`src/rtl/glob_config_sequencer_if.sv`:
```
// Configuration, phase and issue signals between the global sequencer and its environment.
// GLOB_SEQ_PERF_EN adds the scenario/issue performance counters to the bundle.
interface glob_config_sequencer_if #(
    parameter int N_LC                 = 4,
    parameter int sample_address_width = 8,
    parameter int address_vector_width = 4
);
    localparam int SEL_W = (N_LC > 1) ? $clog2(N_LC) : 1;

    logic                            cfg_we;
    logic                            cfg_type;
    logic [SEL_W-1:0]                cfg_sel;
    logic [sample_address_width-1:0] cfg_delay;
    logic [address_vector_width-1:0] cfg_dest;
    logic [sample_address_width-1:0] cfg_pf_start;
    logic [sample_address_width-1:0] cfg_pf_stop;
    logic [address_vector_width-1:0] cfg_pf_dest;
    logic                            cfg_ready;
    logic                            go;
    logic                            abort;
    logic [15:0]                     scenario_len;
    logic                            boot_up;
    logic                            start;
    logic                            write_flag_0;
    logic                            scenario_update;
    logic [N_LC-1:0]                 from_glob_controller_valid;
    logic [sample_address_width-1:0] from_glob_controller_delay;
    logic [address_vector_width-1:0] from_glob_dest_addr;
    logic [N_LC-1:0]                 from_glob_prefetch_valid;
    logic [sample_address_width-1:0] from_glob_prefetch_start;
    logic [sample_address_width-1:0] from_glob_prefetch_stop;
    logic [address_vector_width-1:0] from_glob_prefetch_dest;
    logic                            busy;
`ifdef GLOB_SEQ_PERF_EN
    logic [15:0]                     scenario_count;
    logic [15:0]                     issue_count;

    modport master (
        output cfg_we, cfg_type, cfg_sel, cfg_delay, cfg_dest, cfg_pf_start, cfg_pf_stop,
               cfg_pf_dest, go, abort, scenario_len,
        input  cfg_ready, boot_up, start, write_flag_0, scenario_update,
               from_glob_controller_valid, from_glob_controller_delay, from_glob_dest_addr,
               from_glob_prefetch_valid, from_glob_prefetch_start, from_glob_prefetch_stop,
               from_glob_prefetch_dest, busy, scenario_count, issue_count
    );

    modport slave (
        input  cfg_we, cfg_type, cfg_sel, cfg_delay, cfg_dest, cfg_pf_start, cfg_pf_stop,
               cfg_pf_dest, go, abort, scenario_len,
        output cfg_ready, boot_up, start, write_flag_0, scenario_update,
               from_glob_controller_valid, from_glob_controller_delay, from_glob_dest_addr,
               from_glob_prefetch_valid, from_glob_prefetch_start, from_glob_prefetch_stop,
               from_glob_prefetch_dest, busy, scenario_count, issue_count
    );
`else
    modport master (
        output cfg_we, cfg_type, cfg_sel, cfg_delay, cfg_dest, cfg_pf_start, cfg_pf_stop,
               cfg_pf_dest, go, abort, scenario_len,
        input  cfg_ready, boot_up, start, write_flag_0, scenario_update,
               from_glob_controller_valid, from_glob_controller_delay, from_glob_dest_addr,
               from_glob_prefetch_valid, from_glob_prefetch_start, from_glob_prefetch_stop,
               from_glob_prefetch_dest, busy
    );

    modport slave (
        input  cfg_we, cfg_type, cfg_sel, cfg_delay, cfg_dest, cfg_pf_start, cfg_pf_stop,
               cfg_pf_dest, go, abort, scenario_len,
        output cfg_ready, boot_up, start, write_flag_0, scenario_update,
               from_glob_controller_valid, from_glob_controller_delay, from_glob_dest_addr,
               from_glob_prefetch_valid, from_glob_prefetch_start, from_glob_prefetch_stop,
               from_glob_prefetch_dest, busy
    );
`endif
endinterface

```
`src/rtl/glob_config_sequencer.sv`:
```
// Global configuration sequencer: stages per-controller entries and drives boot/start/scenario phases.
// Optional macro GLOB_SEQ_PERF_EN adds scenario_count and issue_count.
module glob_config_sequencer #(
    parameter int N_LC                 = 4,
    parameter int sample_address_width = 8,
    parameter int address_vector_width = 4,
    parameter int BOOT_CYCLES          = 6,
    parameter int START_GAP            = 13
) (
    input logic                    CLK,
    input logic                    reset,
    glob_config_sequencer_if.slave bus
);
    localparam int SEL_W = (N_LC > 1) ? $clog2(N_LC) : 1;
    localparam logic [15:0] BOOT_LAST = 16'(BOOT_CYCLES - 1);
    localparam logic [15:0] GAP_LAST  = 16'(START_GAP - 1);
    localparam logic [N_LC-1:0] ONE_LC = {{(N_LC-1){1'b0}}, 1'b1};

    typedef enum logic [2:0] {S_IDLE, S_BOOT, S_GAP, S_START, S_RUN} state_t;

    state_t                          r_state;
    logic [15:0]                     r_cnt;
    logic [15:0]                     r_scen_cnt;
    logic                            r_boot_up;
    logic                            r_start;
    logic                            r_wf0;
    logic                            r_scen_upd;
    logic                            r_ctl_open;

    logic [N_LC-1:0]                 r_pend_ctl;
    logic [N_LC-1:0]                 r_pend_pf;
    logic [sample_address_width-1:0] r_slot_delay    [N_LC];
    logic [address_vector_width-1:0] r_slot_dest     [N_LC];
    logic [sample_address_width-1:0] r_slot_pf_start [N_LC];
    logic [sample_address_width-1:0] r_slot_pf_stop  [N_LC];
    logic [address_vector_width-1:0] r_slot_pf_dest  [N_LC];

    logic [N_LC-1:0]                 r_ctl_valid;
    logic [sample_address_width-1:0] r_ctl_delay;
    logic [address_vector_width-1:0] r_ctl_dest;
    logic [N_LC-1:0]                 r_pf_valid;
    logic [sample_address_width-1:0] r_pf_start;
    logic [sample_address_width-1:0] r_pf_stop;
    logic [address_vector_width-1:0] r_pf_dest;

    logic                            w_cfg_ready;
    logic                            w_wr;
    logic [N_LC-1:0]                 w_set_ctl;
    logic [N_LC-1:0]                 w_set_pf;
    logic                            w_ctl_elig;
    logic                            w_pf_elig;
    logic [N_LC-1:0]                 w_elig_ctl;
    logic [N_LC-1:0]                 w_elig_pf;
    logic [SEL_W-1:0]                w_ctl_idx;
    logic [SEL_W-1:0]                w_pf_idx;
    logic                            w_do_ctl;
    logic                            w_do_pf;
    logic [N_LC-1:0]                 w_clr_ctl;
    logic [N_LC-1:0]                 w_clr_pf;
    logic [N_LC-1:0]                 w_pend_ctl_nxt;
    logic [N_LC-1:0]                 w_pend_pf_nxt;
    logic                            w_pend_empty_nxt;

    assign w_cfg_ready = bus.cfg_type ? ~r_pend_pf[bus.cfg_sel] : ~r_pend_ctl[bus.cfg_sel];
    assign w_wr        = bus.cfg_we & w_cfg_ready;
    assign w_set_ctl   = (w_wr & ~bus.cfg_type) ? (ONE_LC << bus.cfg_sel) : {N_LC{1'b0}};
    assign w_set_pf    = (w_wr &  bus.cfg_type) ? (ONE_LC << bus.cfg_sel) : {N_LC{1'b0}};

    // Abort suppresses any issue so the entry stays pending for the next boot.
    assign w_ctl_elig = ~bus.abort & ((r_state == S_BOOT) | ((r_state == S_RUN) & r_ctl_open));
    assign w_pf_elig  = ~bus.abort & ((r_state == S_BOOT) | (r_state == S_RUN));
    assign w_elig_ctl = r_pend_ctl & {N_LC{w_ctl_elig}};
    assign w_elig_pf  = r_pend_pf  & {N_LC{w_pf_elig}};

    // Fixed-priority arbiter: controller entries before prefetch entries, lowest index first.
    always_comb begin
        w_ctl_idx = {SEL_W{1'b0}};
        w_pf_idx  = {SEL_W{1'b0}};
        w_do_ctl  = 1'b0;
        w_do_pf   = 1'b0;
        w_clr_ctl = {N_LC{1'b0}};
        w_clr_pf  = {N_LC{1'b0}};
        for (int i = N_LC - 1; i >= 0; i--) begin
            w_ctl_idx = w_elig_ctl[i] ? SEL_W'(i) : w_ctl_idx;
            w_pf_idx  = w_elig_pf[i]  ? SEL_W'(i) : w_pf_idx;
        end
        if (|w_elig_ctl) begin
            w_do_ctl  = 1'b1;
            w_clr_ctl = ONE_LC << w_ctl_idx;
        end else if (|w_elig_pf) begin
            w_do_pf  = 1'b1;
            w_clr_pf = ONE_LC << w_pf_idx;
        end else begin
            w_do_pf = 1'b0;
        end
    end

    assign w_pend_ctl_nxt   = (r_pend_ctl | w_set_ctl) & ~w_clr_ctl;
    assign w_pend_pf_nxt    = (r_pend_pf  | w_set_pf)  & ~w_clr_pf;
    assign w_pend_empty_nxt = ~|{w_pend_ctl_nxt, w_pend_pf_nxt};

    // Slot storage, pending bits and the registered issue stage.
    always_ff @(posedge CLK) begin
        if (reset) begin
            r_pend_ctl  <= {N_LC{1'b0}};
            r_pend_pf   <= {N_LC{1'b0}};
            r_ctl_valid <= {N_LC{1'b0}};
            r_pf_valid  <= {N_LC{1'b0}};
            r_ctl_delay <= {sample_address_width{1'b0}};
            r_ctl_dest  <= {address_vector_width{1'b0}};
            r_pf_start  <= {sample_address_width{1'b0}};
            r_pf_stop   <= {sample_address_width{1'b0}};
            r_pf_dest   <= {address_vector_width{1'b0}};
            for (int i = 0; i < N_LC; i++) begin
                r_slot_delay[i]    <= {sample_address_width{1'b0}};
                r_slot_dest[i]     <= {address_vector_width{1'b0}};
                r_slot_pf_start[i] <= {sample_address_width{1'b0}};
                r_slot_pf_stop[i]  <= {sample_address_width{1'b0}};
                r_slot_pf_dest[i]  <= {address_vector_width{1'b0}};
            end
        end else begin
            r_pend_ctl  <= w_pend_ctl_nxt;
            r_pend_pf   <= w_pend_pf_nxt;
            r_ctl_valid <= w_clr_ctl;
            r_pf_valid  <= w_clr_pf;
            if (w_wr && !bus.cfg_type) begin
                r_slot_delay[bus.cfg_sel] <= bus.cfg_delay;
                r_slot_dest[bus.cfg_sel]  <= bus.cfg_dest;
            end else if (w_wr) begin
                r_slot_pf_start[bus.cfg_sel] <= bus.cfg_pf_start;
                r_slot_pf_stop[bus.cfg_sel]  <= bus.cfg_pf_stop;
                r_slot_pf_dest[bus.cfg_sel]  <= bus.cfg_pf_dest;
            end else begin
                r_slot_delay[bus.cfg_sel] <= r_slot_delay[bus.cfg_sel];
            end
            if (w_do_ctl) begin
                r_ctl_delay <= r_slot_delay[w_ctl_idx];
                r_ctl_dest  <= r_slot_dest[w_ctl_idx];
            end else begin
                r_ctl_delay <= r_ctl_delay;
            end
            if (w_do_pf) begin
                r_pf_start <= r_slot_pf_start[w_pf_idx];
                r_pf_stop  <= r_slot_pf_stop[w_pf_idx];
                r_pf_dest  <= r_slot_pf_dest[w_pf_idx];
            end else begin
                r_pf_start <= r_pf_start;
            end
        end
    end

    // Phase state machine with registered phase outputs.
    always_ff @(posedge CLK) begin
        if (reset || bus.abort) begin
            r_state    <= S_IDLE;
            r_cnt      <= 16'd0;
            r_scen_cnt <= 16'd0;
            r_boot_up  <= 1'b0;
            r_start    <= 1'b0;
            r_wf0      <= 1'b0;
            r_scen_upd <= 1'b0;
            r_ctl_open <= 1'b0;
        end else begin
            r_start    <= 1'b0;
            r_wf0      <= 1'b0;
            r_scen_upd <= 1'b0;
            r_ctl_open <= 1'b0;
            case (r_state)
                S_IDLE: begin
                    if (bus.go) begin
                        r_state   <= S_BOOT;
                        r_boot_up <= 1'b1;
                        r_cnt     <= 16'd0;
                    end else begin
                        r_state <= S_IDLE;
                    end
                end
                S_BOOT: begin
                    // Boot stretches until the staged queue has fully drained.
                    if ((r_cnt >= BOOT_LAST) && w_pend_empty_nxt) begin
                        r_state   <= S_GAP;
                        r_boot_up <= 1'b0;
                        r_cnt     <= 16'd0;
                    end else begin
                        r_cnt <= (r_cnt == 16'hFFFF) ? r_cnt : r_cnt + 16'd1;
                    end
                end
                S_GAP: begin
                    if (r_cnt == GAP_LAST) begin
                        r_state <= S_START;
                        r_start <= 1'b1;
                        r_wf0   <= 1'b1;
                        r_cnt   <= 16'd0;
                    end else begin
                        r_cnt <= r_cnt + 16'd1;
                    end
                end
                S_START: begin
                    r_state    <= S_RUN;
                    r_scen_cnt <= 16'd0;
                end
                S_RUN: begin
                    if (bus.scenario_len == 16'd0) begin
                        r_scen_cnt <= 16'd0;
                    end else if (r_scen_cnt >= bus.scenario_len - 16'd1) begin
                        r_scen_cnt <= 16'd0;
                        r_scen_upd <= 1'b1;
                    end else begin
                        r_scen_cnt <= r_scen_cnt + 16'd1;
                    end
                    // Controller entries open one cycle after a scenario boundary.
                    if (r_scen_upd) begin
                        r_ctl_open <= 1'b1;
                    end else if (~|w_pend_ctl_nxt) begin
                        r_ctl_open <= 1'b0;
                    end else begin
                        r_ctl_open <= r_ctl_open;
                    end
                end
                default: begin
                    r_state <= S_IDLE;
                end
            endcase
        end
    end

    assign bus.cfg_ready                  = w_cfg_ready;
    assign bus.boot_up                    = r_boot_up;
    assign bus.start                      = r_start;
    assign bus.write_flag_0               = r_wf0;
    assign bus.scenario_update            = r_scen_upd;
    assign bus.from_glob_controller_valid = r_ctl_valid;
    assign bus.from_glob_controller_delay = r_ctl_delay;
    assign bus.from_glob_dest_addr        = r_ctl_dest;
    assign bus.from_glob_prefetch_valid   = r_pf_valid;
    assign bus.from_glob_prefetch_start   = r_pf_start;
    assign bus.from_glob_prefetch_stop    = r_pf_stop;
    assign bus.from_glob_prefetch_dest    = r_pf_dest;
    assign bus.busy                       = (r_state != S_IDLE);

`ifdef GLOB_SEQ_PERF_EN
    logic [15:0] r_scen_count;
    logic [15:0] r_issue_count;

    // Event counters wrap at 16 bits and clear only on reset.
    always_ff @(posedge CLK) begin
        if (reset) begin
            r_scen_count  <= 16'd0;
            r_issue_count <= 16'd0;
        end else begin
            r_scen_count  <= r_scen_upd ? r_scen_count + 16'd1 : r_scen_count;
            r_issue_count <= (|{r_ctl_valid, r_pf_valid}) ? r_issue_count + 16'd1 : r_issue_count;
        end
    end

    assign bus.scenario_count = r_scen_count;
    assign bus.issue_count    = r_issue_count;
`else
    // Performance counters are not built.
`endif
endmodule

```
`src/flat_wrapper.sv`:
```
// flat-port wrapper written by rule: the top's interface ports become plain ports
module glob_config_sequencer_flat 
#(
    parameter int N_LC                 = 4,
    parameter int sample_address_width = 8,
    parameter int address_vector_width = 4,
    parameter int BOOT_CYCLES          = 6,
    parameter int START_GAP            = 13
)
  (CLK, reset, bus_cfg_we, bus_cfg_type, bus_cfg_sel, bus_cfg_delay, bus_cfg_dest, bus_cfg_pf_start, bus_cfg_pf_stop, bus_cfg_pf_dest, bus_go, bus_abort, bus_scenario_len, bus_cfg_ready, bus_boot_up, bus_start, bus_write_flag_0, bus_scenario_update, bus_from_glob_controller_valid, bus_from_glob_controller_delay, bus_from_glob_dest_addr, bus_from_glob_prefetch_valid, bus_from_glob_prefetch_start, bus_from_glob_prefetch_stop, bus_from_glob_prefetch_dest, bus_busy);
  glob_config_sequencer_if #(.N_LC(N_LC), .sample_address_width(sample_address_width), .address_vector_width(address_vector_width)) bus_i ();
  input logic CLK;
  input logic reset;
  input wire logic [$bits(bus_i.cfg_we)-1:0] bus_cfg_we;
  input wire logic [$bits(bus_i.cfg_type)-1:0] bus_cfg_type;
  input wire logic [$bits(bus_i.cfg_sel)-1:0] bus_cfg_sel;
  input wire logic [$bits(bus_i.cfg_delay)-1:0] bus_cfg_delay;
  input wire logic [$bits(bus_i.cfg_dest)-1:0] bus_cfg_dest;
  input wire logic [$bits(bus_i.cfg_pf_start)-1:0] bus_cfg_pf_start;
  input wire logic [$bits(bus_i.cfg_pf_stop)-1:0] bus_cfg_pf_stop;
  input wire logic [$bits(bus_i.cfg_pf_dest)-1:0] bus_cfg_pf_dest;
  input wire logic [$bits(bus_i.go)-1:0] bus_go;
  input wire logic [$bits(bus_i.abort)-1:0] bus_abort;
  input wire logic [$bits(bus_i.scenario_len)-1:0] bus_scenario_len;
  output wire logic [$bits(bus_i.cfg_ready)-1:0] bus_cfg_ready;
  output wire logic [$bits(bus_i.boot_up)-1:0] bus_boot_up;
  output wire logic [$bits(bus_i.start)-1:0] bus_start;
  output wire logic [$bits(bus_i.write_flag_0)-1:0] bus_write_flag_0;
  output wire logic [$bits(bus_i.scenario_update)-1:0] bus_scenario_update;
  output wire logic [$bits(bus_i.from_glob_controller_valid)-1:0] bus_from_glob_controller_valid;
  output wire logic [$bits(bus_i.from_glob_controller_delay)-1:0] bus_from_glob_controller_delay;
  output wire logic [$bits(bus_i.from_glob_dest_addr)-1:0] bus_from_glob_dest_addr;
  output wire logic [$bits(bus_i.from_glob_prefetch_valid)-1:0] bus_from_glob_prefetch_valid;
  output wire logic [$bits(bus_i.from_glob_prefetch_start)-1:0] bus_from_glob_prefetch_start;
  output wire logic [$bits(bus_i.from_glob_prefetch_stop)-1:0] bus_from_glob_prefetch_stop;
  output wire logic [$bits(bus_i.from_glob_prefetch_dest)-1:0] bus_from_glob_prefetch_dest;
  output wire logic [$bits(bus_i.busy)-1:0] bus_busy;
  assign bus_i.cfg_we = bus_cfg_we;
  assign bus_i.cfg_type = bus_cfg_type;
  assign bus_i.cfg_sel = bus_cfg_sel;
  assign bus_i.cfg_delay = bus_cfg_delay;
  assign bus_i.cfg_dest = bus_cfg_dest;
  assign bus_i.cfg_pf_start = bus_cfg_pf_start;
  assign bus_i.cfg_pf_stop = bus_cfg_pf_stop;
  assign bus_i.cfg_pf_dest = bus_cfg_pf_dest;
  assign bus_i.go = bus_go;
  assign bus_i.abort = bus_abort;
  assign bus_i.scenario_len = bus_scenario_len;
  assign bus_cfg_ready = bus_i.cfg_ready;
  assign bus_boot_up = bus_i.boot_up;
  assign bus_start = bus_i.start;
  assign bus_write_flag_0 = bus_i.write_flag_0;
  assign bus_scenario_update = bus_i.scenario_update;
  assign bus_from_glob_controller_valid = bus_i.from_glob_controller_valid;
  assign bus_from_glob_controller_delay = bus_i.from_glob_controller_delay;
  assign bus_from_glob_dest_addr = bus_i.from_glob_dest_addr;
  assign bus_from_glob_prefetch_valid = bus_i.from_glob_prefetch_valid;
  assign bus_from_glob_prefetch_start = bus_i.from_glob_prefetch_start;
  assign bus_from_glob_prefetch_stop = bus_i.from_glob_prefetch_stop;
  assign bus_from_glob_prefetch_dest = bus_i.from_glob_prefetch_dest;
  assign bus_busy = bus_i.busy;
  glob_config_sequencer #(.N_LC(N_LC), .sample_address_width(sample_address_width), .address_vector_width(address_vector_width), .BOOT_CYCLES(BOOT_CYCLES), .START_GAP(START_GAP)) u_core (.CLK(CLK), .reset(reset), .bus(bus_i));
endmodule
```
`config.mk`:
```
export PLATFORM = sky130hd
export DESIGN_NAME = glob_config_sequencer_flat
export DESIGN_NICKNAME = d
export VERILOG_FILES = /design/src/rtl/glob_config_sequencer_if.sv /design/src/rtl/glob_config_sequencer.sv /design/src/flat_wrapper.sv
export SDC_FILE = /design/constraint.sdc
export NUM_CORES = 1
export LEC_CHECK = 0
export BUFFER_PORTS_ARGS = -buffer_cell sky130_fd_sc_hd__buf_2
export CAP_MARGIN = 10
export CELL_PAD_IN_SITES_DETAIL_PLACEMENT = 0
export CELL_PAD_IN_SITES_GLOBAL_PLACEMENT = 1
export CORE_ASPECT_RATIO = 0.9
export CORE_MARGIN = 4
export CORE_UTILIZATION = 30
export DETAILED_ROUTE_END_ITERATION = 10
export GPL_TIMING_DRIVEN = 0
export PLACE_DENSITY = 0.59
export SLEW_MARGIN = 10
export SYNTH_ARGS = -nofsm -noshare
export SYNTH_HDL_FRONTEND = slang
export SYNTH_SLANG_ARGS = --single-unit
export TNS_END_PERCENT = 1
```
`constraint.sdc`:
```
create_clock -name CLK -period 4.1 [get_ports CLK]
set_clock_uncertainty 0.15 [all_clocks]
set_input_delay 0.82 -clock CLK [delete_from_list [all_inputs] [get_ports CLK]]
set_output_delay 0.82 -clock CLK [all_outputs]
set_load 0.01 [all_outputs]
```
==> Yosys cells after proc, flatten, opt, wreduce, memory -nomap -nowiden <==
Memories as Yosys holds them, arrays and structs flattened. A register that Yosys moved wholly into a read port is not among the register bits.
Cells that the tools add are included.
{ "totals": {"regBits": 55, "ramBits": 128, "input_bits": 56, "output_inout_bits": 46, "word_cells": 156, "memories": 5} }
{ "memory_table": {"columns": ["memory", "words", "width", "rd", "rd_clocked_by_memory_dff", "wr", "line", "rtl"], "rows": [
  ["u_core.r_slot_delay", 4, 8, 1, 1, 4, "glob_config_sequencer.sv:32", "logic [sample_address_width-1:0] r_slot_delay [N_LC];"],
  ["u_core.r_slot_pf_start", 4, 8, 1, 1, 4, "glob_config_sequencer.sv:34", "logic [sample_address_width-1:0] r_slot_pf_start [N_LC];"],
  ["u_core.r_slot_pf_stop", 4, 8, 1, 1, 4, "glob_config_sequencer.sv:35", "logic [sample_address_width-1:0] r_slot_pf_stop [N_LC];"],
  ["u_core.r_slot_dest", 4, 4, 1, 1, 4, "glob_config_sequencer.sv:33", "logic [address_vector_width-1:0] r_slot_dest [N_LC];"],
  ["u_core.r_slot_pf_dest", 4, 4, 1, 1, 4, "glob_config_sequencer.sv:36", "logic [address_vector_width-1:0] r_slot_pf_dest [N_LC];"]
]} }
{ "classes": {"n_addsub": 3, "n_lt_le_gt_ge": 3, "eq_ne": 12, "shift": 3, "n_mux": 69, "n_bitwise": 23, "reduce_logical": 27} }
{ "op_table": {"columns": ["cell", "count"], "rows": [
  ["$mux 16", 6],
  ["$pmux 16 s3", 1],
  ["$add 16x1->16 const B", 2],
  ["$mux 8", 4],
  ["$pmux 16 s2", 1],
  ["$reduce_or 8->1", 4],
  ["$mux 1", 31],
  ["$mux 4", 7],
  ["$mux 2", 13],
  ["$reduce_or 4->1", 5],
  ["$and 4x4->4", 4],
  ["$eq 16x16->1 const B", 1],
  ["$eq 16x4->1 const B", 1],
  ["$ge 16x16->1", 1],
  ["$ge 16x3->1 const B", 1],
  ["$logic_not 16->1", 1],
  ["$sub 16x1->16 const B", 1],
  ["$pmux 3 s5", 1],
  ["$shl 1x2->4 const A", 3],
  ["$reduce_and 3->1", 3],
  ["$not 4->4", 2],
  ["$or 4x4->4", 2],
  ["$and 1x1->1", 6],
  ["$eq 3x2->1 const B", 2],
  ["other kinds (21)", 37]
]} }

==> Longest topological paths before layout <==
Gate-level depths: netlist of the first run.
{ "depth": {"ltp_word": 18, "mapped_depth": 15, "depth_no_buf": 14} }

==> Worst setup path before layout of the first run <==
Ideal clock, no wire load.
{ "synth_path": {"kind": "input to register", "start": "in bus_cfg_sel[0]", "end": "mem u_core.r_slot_pf_dest[1][0], enable pin", "setup_time_ps": 425, "arrival_time_ps": 3198, "required_ps": 3525, "setup_slack_ps": 327, "stages": 6, "n_path_buf": 3, "path_cell_list": "buf_2 > clkbuf_1 > nor2b_1 > clkbuf_1 > nand2_1 > o21ai_0"} }
{ "synth_lines": {"columns": ["item", "line", "rtl"], "rows": [
  ["start: declaration", "flat_wrapper.sv:16", "input wire logic [$bits(bus_i.cfg_sel)-1:0] bus_cfg_sel;"],
  ["end: declaration", "glob_config_sequencer.sv:36", null]
]} }

==> Final worst setup path of the first run <==
{ "layout_path": {"start": "in bus_scenario_len[0]", "end": "reg u_core.r_scen_cnt[13]"} }
{ "layout_via": {"elab_chain_cells": 5, "word_cells_on_any_way": 6, "classes_between": "add/sub: 1; order compare: 1; mux: 3; reduce/logical: 1"} }
{ "layout_rtl": {"columns": ["item", "line", "rtl"], "rows": [
  ["start: declaration", "flat_wrapper.sv:24", "input wire logic [$bits(bus_i.scenario_len)-1:0] bus_scenario_len;"],
  ["$sub 16x1->16", "glob_config_sequencer.sv:205", "end else if (r_scen_cnt >= bus.scenario_len - 16'd1) begin"],
  ["$ge 16x16->1", "glob_config_sequencer.sv:205", null],
  ["$mux 16", "glob_config_sequencer.sv:205", null],
  ["$mux 16 (*)", "glob_config_sequencer.sv:203", "if (bus.scenario_len == 16'd0) begin"],
  ["$pmux 16 s2 (*)", "glob_config_sequencer.sv:168", "case (r_state)"],
  ["end signal: assignment", "glob_config_sequencer.sv:209", "r_scen_cnt <= r_scen_cnt + 16'd1;"],
  ["end: declaration", "glob_config_sequencer.sv:23", "logic [15:0] r_scen_cnt;"]
]} }
Every way passes the cells marked *; elsewhere a longest branch is shown, timed or not.
A chain may end at the register's enable or synchronous reset.

==> impl_metrics.tcl, run 1 <==
set metrics [dict create \
    status "completed" \
    hpwl_microns 20350 \
    p_total_mw 5.062 \
    p_leak_nw 4.849 \
    synthMuxAreaShare 0.04553 \
    intPower_mw 3.896 \
    gp_congestion 0.7791 \
    nets 1157 \
    layout-drive-gt1-share 0.1858 \
    endpoint_kind "flip-flop" \
    fmax_mhz 274.0 \
    synth_area_sq_mm 0.01022 \
    seqPwrFrac 0.470 \
    syn-num-nets 1030 \
    port_buffers 98 \
    switching_share 0.2304 \
    min_path_type "flip-flop to flip-flop" \
    grt_pass1_vias 7637 \
    grt_antenna_before_repair 1 \
    grt_use_total 0.1574 \
    relSlewSlack 0.2726 \
    ys_seq_area_frac 0.5464 \
    pwr-share-clk 0.467 \
    wl_per_cell_microns 19.13 \
    min_path_cells 2 \
    post-route-min-period_ns 3.650 \
    period_share 0.8901 \
    dieHeight_microns 183.1 \
    clk_pin_slew_ns 0.06 \
    grt_pass1_wl_microns 46160 \
    drv_cap 0 \
    holdWs_ns 0.3355 \
    cp_max_fo 10 \
    critPathLaunchType "primary input" \
    vias_per_cell 5.030 \
    crit_top_cell "a21o_1" \
    clock_latency_ns 0.54 \
    worstSetupStartpoint "bus_scenario_len[0]" \
    synth_top_family_by_area "simple AND/OR/NAND/NOR gates" \
    gr-total-overflow 0 \
    fp.dieW_microns 202.6 \
    rows 63 \
    avgSynthCellArea_sq_um 10.75 \
    final_hold_viol_count 0 \
    drtPass1Iterations 8 \
    crit_family "compound AO/OA/AOI/OAI gates" \
    yosysWarnings 0 \
    switchingPower_mw 1.166 \
    pre_cts_ws_ns -0.2994 \
    root_buffer "clkbuf_16" \
    vdd_drop_max_mv 0.2750 \
    synth.largest_area_cell "edfxtp_1" \
    r2r_setup_slack_ns 0.79 \
    synth_cell_types 62 \
    cts_tree "done" \
    ys_ff_latch 215 \
    synthSimpleGateAreaFrac 0.1907 \
    min-delay-start "u_core.r_cnt[15]" \
    synth_top_area_share 0.3760 \
    synth-edff-count 128 \
    synth_xor_xnor_area_share 0.01285 \
    dieArea_sq_mm 0.03710 \
    synthAdderAreaFrac 0.02815 \
    synthCells 951 \
    reg2reg_from "u_core.r_pend_pf[0]" \
    rsz0062_at_grt "false" \
    postRouteAntennaNets 0 \
    synth_top_flop_cell "edfxtp_1" \
    numClockSinks 215 \
    cts_buffer_depth 3 \
    r2r-end "u_core.r_slot_pf_stop[1][0]" \
    cp_slowest_cell "nor4_1" \
    worst_pin_slew_ns 1.089 \
    crit_chain "buf_2 > nor4_1 > nand2_1 > nor2_1 > xnor2_1 > ha_1 > a21o_1 > a21o_1 > a21oi_1 > o21a_1 > o2111ai_2 > clkbuf_1 > o21ai_0 > a21o_1" \
    synth_compound_area_frac 0.1334 \
    setup_viol 0 \
    pwr_density_cell_mw_per_mm2 414.3 \
    initial_core_util 0.3073 \
    cts_made_buffers 26 \
    worstHoldEndpoint "u_core.r_cnt[15]" \
    r2r_cells 8 \
    vias 7816 \
    synthTopCellsByCount "edfxtp_1 (128), nor2_1 (96), dfxtp_1 (87), and3_1 (70), nand2_1 (59)" \
    area_delta_synth_final_pct 19.52 \
    comb_power_share 0.063 \
    drcViolationCount 0 \
    slowest_delay_ns 0.65 \
    drtIter0Drc 584 \
    core_sq_mm 0.03326 \
    synth_area_leaders "edfxtp_1 (38%), dfxtp_1 (17%), and3_1 (4.3%), nor2_1 (3.5%), a222oi_1 (3.0%)" \
    final_max_slew_viol_count 0 \
    worstPathArrival_ns 3.98 \
    synthArstFlopShare 0 \
    worst-path-buf-inv 2 \
    setup_slack_ns 0.4504 \
    wl_microns 29730 \
    path_class "primary input to flip-flop" \
    yosysMostFrequentCell "edfxtp_1" \
    grt_max_degree 21 \
    worstPathRequired_ns 4.43 \
    htreeDepth 1 \
    pin_count 102 \
]
-- how the worst max path moves through the flow --
stage                                   endpoint  slack, ns  depth (start not counted)
floorplan            u_core.r_slot_pf_dest[1][0]       0.33                          6
global route               u_core.r_scen_cnt[13]       0.01                         14
finish                     u_core.r_scen_cnt[13]       0.45                         14
detailed placement         u_core.r_scen_cnt[13]      -0.30                         15
global placement    u_core.r_slot_pf_start[1][1]      -1.44                          6
CTS                        u_core.r_scen_cnt[13]       0.26                         15
-- layer usage --
| layer | track usage | vias up | share of wire |
|---|---|---|---|
| met5 | 0 | - | 0 |
| met4 | 0.03313 | 0 | 0.016 |
| met3 | 0.02440 | 31 | 0.047 |
| met2 | 0.2427 | 172 | 0.45 |
| met1 | 0.2355 | 3791 | 0.49 |
| li1 | - | 3822 | - |
-- state kept, by name (all words and copies together), names as in the netlist, 8 cells and up --
signal                                 flops
u_core.r_slot_delay                       32
u_core.r_slot_pf_start                    32
u_core.r_slot_pf_stop                     32
u_core.r_cnt                              16
u_core.r_scen_cnt                         16
u_core.r_slot_dest                        16
u_core.r_slot_pf_dest                     16
u_core.bus.from_glob_controller_delay      8
u_core.bus.from_glob_prefetch_start        8
u_core.bus.from_glob_prefetch_stop         8
-- tightest hold or removal path, delay by kind of cell, from the launching register on --
kind	cells	cell delay, ns
AO/OA/AOI/OAI	1	0.05
buffers and inverters	1	0.06
flip-flops	1	0.33
-- cell type report --
class / count / area (sq um)
clock inverters: 14 / 168.9
clock buffers: 34 / 720.7
flip-flops and latches: 215 / 5585
inverters: 32 / 120.1
plain buffers: 69 / 319.1
repair buffers: 99 / 505.5
diodes: 1 / 2.502
multi-input cells: 635 / 4227
fillers: 3421 / 21050
well taps: 455 / 569.3
-- what timing repair did --
item                                    4_1_cts  5_1_grt
buffers inserted                              0        0
resized for setup                             0        1
hold buffers                                  0        0
endpoints found under the setup margin        0        6
-- per-stage QoR --
stage | cells | utilization | TNS [ns] | instance area, sq um
detailed placement | 1505 | 0.3403 | -2.064 | 11320
global placement | 1504 | 0.3392 | -48.51 | 11280
global route | 1554 | 0.3673 | 0 | 12220
CTS | 1553 | 0.3670 | 0 | 12210
finish | 1554 | 0.3673 | 0 | 12220
floorplan | 951 | - | 0 | 10220
-- cell families after synthesis --
group                      Yosys count
AOI/OAI and AO/OA                  187
xor gates and xnor gates            15
adders and majority gates           23
and+or+nand+nor                    373
muxes                               37
DFF                                215
buffers and inverters              101
-- cell usage in the layout, fill, tap and decap left out, types with 22 or more instances in the layout --
| master | count |
|---|---|
| nor2_1 | 96 |
| inv_1 | 32 |
| and3_1 | 70 |
| nand2_1 | 59 |
| buf_2 | 101 |
| a222oi_1 | 31 |
| edfxtp_1 | 128 |
| dfxtp_1 | 87 |
| clkbuf_16 | 26 |
| nor3_1 | 22 |
| a21oi_1 | 33 |
| a211oi_1 | 32 |
| ha_1 | 23 |
| mux2_2 | 26 |
| clkbuf_1 | 61 |
-- power groups by stage --
stage	logic (mW)	registers, mW	clock network [mW]
3_3_place_gp	0.314	2.43	0
2_1_floorplan	0.180	2.42	0
5_1_grt	0.354	2.39	2.51
4_1_cts	0.323	2.38	2.41
3_5_place_dp	0.321	2.43	0
6_report	0.318	2.38	2.36
Power figures use the tool's default switching activity.
==> inputs of run 2 (changes only) <==
- CORE_ASPECT_RATIO: 0.9 -> 0.5
==> run 2 against run 1 <==
Compared with the run above: die area up 0.47%; utilization down 0.63 points; highest routed layer unchanged; critical endpoint unchanged; worst setup slack worse by 0.030 ns; non-clock buffer count up 1; largest cell class unchanged.
==> impl_metrics.tcl, run 2 (synthesis results as in run 1) <==
set metrics [dict create \
    p_leak_nw 4.761 \
    holdWs_ns 0.3365 \
    final_max_slew_viol_count 0 \
    worst_pin_slew_ns 1.101 \
    fmax_mhz 271.8 \
    fillers 3317 \
    min-delay-start "u_core.r_cnt[15]" \
    layout-drive-gt1-share 0.1789 \
    cp_max_fo 10 \
    layout_commonest_cell "edfxtp_1" \
    gr-total-overflow 0 \
    grt_pass1_vias 7871 \
    hpwl_microns 20480 \
    multi_input_area_sq_mm 0.004245 \
    final_cell_mix "edfxtp_1 (128), buf_2 (101), nor2_1 (96)" \
    drtIter0Drc 713 \
    r2r_setup_slack_ns 0.99 \
    final_core_util 0.3610 \
    relSlewSlack 0.2644 \
    grt_antenna_before_repair 1 \
    vias 7964 \
    wl_per_cell_microns 19.27 \
    worst-path-buf-inv 3 \
    pwr_density_cell_mw_per_mm2 386.6 \
    status "completed" \
    cts_buffer_depth 3 \
    fp.dieW_microns 269.1 \
    core_sq_mm 0.03334 \
    setup_slack_ns 0.4208 \
    grt_pass1_wl_microns 45580 \
    nets 1154 \
    setup_viol 0 \
    worstPathRequired_ns 4.36 \
    initial_core_util 0.3066 \
    drcViolationCount 0 \
    postRouteAntennaNets 0 \
    p_total_mw 4.654 \
    endpoint_kind "flip-flop" \
    wl_microns 29530 \
    grt_max_degree 21 \
    numClockSinks 215 \
    r2r_cells 8 \
    final_hold_viol_count 0 \
    period_share 0.8974 \
    area_delta_synth_final_pct 17.76 \
    reg2reg_from "u_core.r_state[1]" \
    r2r-end "u_core.bus.from_glob_controller_delay[6]" \
    drv_cap 0 \
    gp_congestion 0.8007 \
    root_buffer "clkbuf_16" \
    path_class "primary input to flip-flop" \
    cp_slowest_cell "or3_1" \
    pre_cts_ws_ns -0.3016 \
    dieHeight_microns 138.5 \
    crit_family "simple AND/OR/NAND/NOR gates" \
    dieArea_sq_mm 0.03727 \
    grt_use_total 0.1555 \
    worstHoldEndpoint "u_core.r_cnt[15]" \
    cts_made_buffers 22 \
    pin_count 102 \
    htreeDepth 1 \
    clock_latency_ns 0.53 \
    critPathLaunchType "primary input" \
    vdd_drop_max_mv 0.2638 \
    slowest_delay_ns 0.44 \
    worstSetupStartpoint "bus_scenario_len[0]" \
    min_path_cells 2 \
    vias_per_cell 5.198 \
    seq_area_sq_mm 0.005585 \
    rows 47 \
    rsz0062_at_grt "false" \
    reg_top3 "u_core.r_slot_delay x32, u_core.r_slot_pf_start x32, u_core.r_slot_pf_stop x32" \
    crit_chain "buf_2 > inv_1 > ha_1 > nand2_1 > or3_1 > nor4_1 > xnor2_1 > ha_1 > nand4_1 > nor2_1 > o21ai_0 > o2111ai_2 > clkbuf_1 > o21ai_0 > a21o_1" \
    drtPass1Iterations 7 \
    port_buffers 98 \
    min_path_type "flip-flop to flip-flop" \
    ctsHoldBuffers 0 \
    post-route-min-period_ns 3.679 \
    worstPathArrival_ns 3.94 \
    cts_tree "done" \
    clk_pin_slew_ns 0.07 \
]
-- run 2: changes by cell type in the layout (fill, tap and decap cells not counted), moves of 2 or more --
| cell | change |
|---|---|
| clkinv_1 | -3 |
| bufinv_16 | -2 |
| buf_16 | +2 |
| clkinv_2 | -2 |
| clkbuf_1 | +6 |
| clkbuf_8 | -3 |
| clkbuf_16 | -4 |
-- run 2: power by group --
group / switching (mW) / internal, mW / total [mW]
clock: 0.869 / 1.08 / 1.95
combinational: 0.213 / 0.112 / 0.325
sequential: 0.0213 / 2.36 / 2.38
-- run 2: area by class of cell --
| cell class | instances | share of cell area |
|---|---|---|
| sequential | 215 | 0.4640 |
| multi-input combinational | 635 | 0.3527 |
| clock buffer | 33 | 0.04999 |
| tap | 441 | 0.04584 |
| timing repair buffer | 100 | 0.04532 |
| buffer | 69 | 0.02650 |
| inverter | 32 | 0.009978 |
| clock inverter | 6 | 0.005509 |
| antenna | 1 | 0.0002079 |
-- run 2: per-stage QoR --
stage,setup TNS [ns],instance area [sq um],instances
6_report,0,12040,1532
3_5_place_dp,-2.254,11350,1492
4_1_cts,0,12020,1531
3_3_place_gp,-53.37,11260,1490
5_1_grt,0,12040,1532
2_1_floorplan,0,10220,951
-- run 2: worst register-to-register path: cells and delay by family, from the launching register on --
family                 cells  cell delay [ns]
AOI/OAI and AO/OA          3             0.79
DFF                        1             0.30
buffers and inverters      3             0.81
and+or+nand+nor            2             0.97
-- run 2: worst max-delay path by stage --
stage | depth (start not counted) | end | slack, ns
after floorplan | 6 | u_core.r_slot_pf_dest[1][0] | 0.33
after global placement | 6 | u_core.r_slot_pf_stop[1][5] | -1.63
after detailed placement | 15 | u_core.r_scen_cnt[13] | -0.30
after CTS | 15 | u_core.r_scen_cnt[13] | 0.24
after global routing | 15 | u_core.r_scen_cnt[13] | 0.10
final | 15 | u_core.r_scen_cnt[13] | 0.42
-- run 2: layer usage --
layer | track usage | wire length, microns | vias to the layer above
li1 | - | - | 3815
met1 | 0.2154 | 13810 | 3926
met2 | 0.2584 | 13940 | 182
met3 | 0.02326 | 1200 | 41
met4 | 0.03544 | 576 | 0
met5 | 0 | 0 | -
-- run 2: timing repair --
item                                    CTS  global route
resized for setup                         0             2
endpoints found under the setup margin    0             5
setup buffers                             0             0
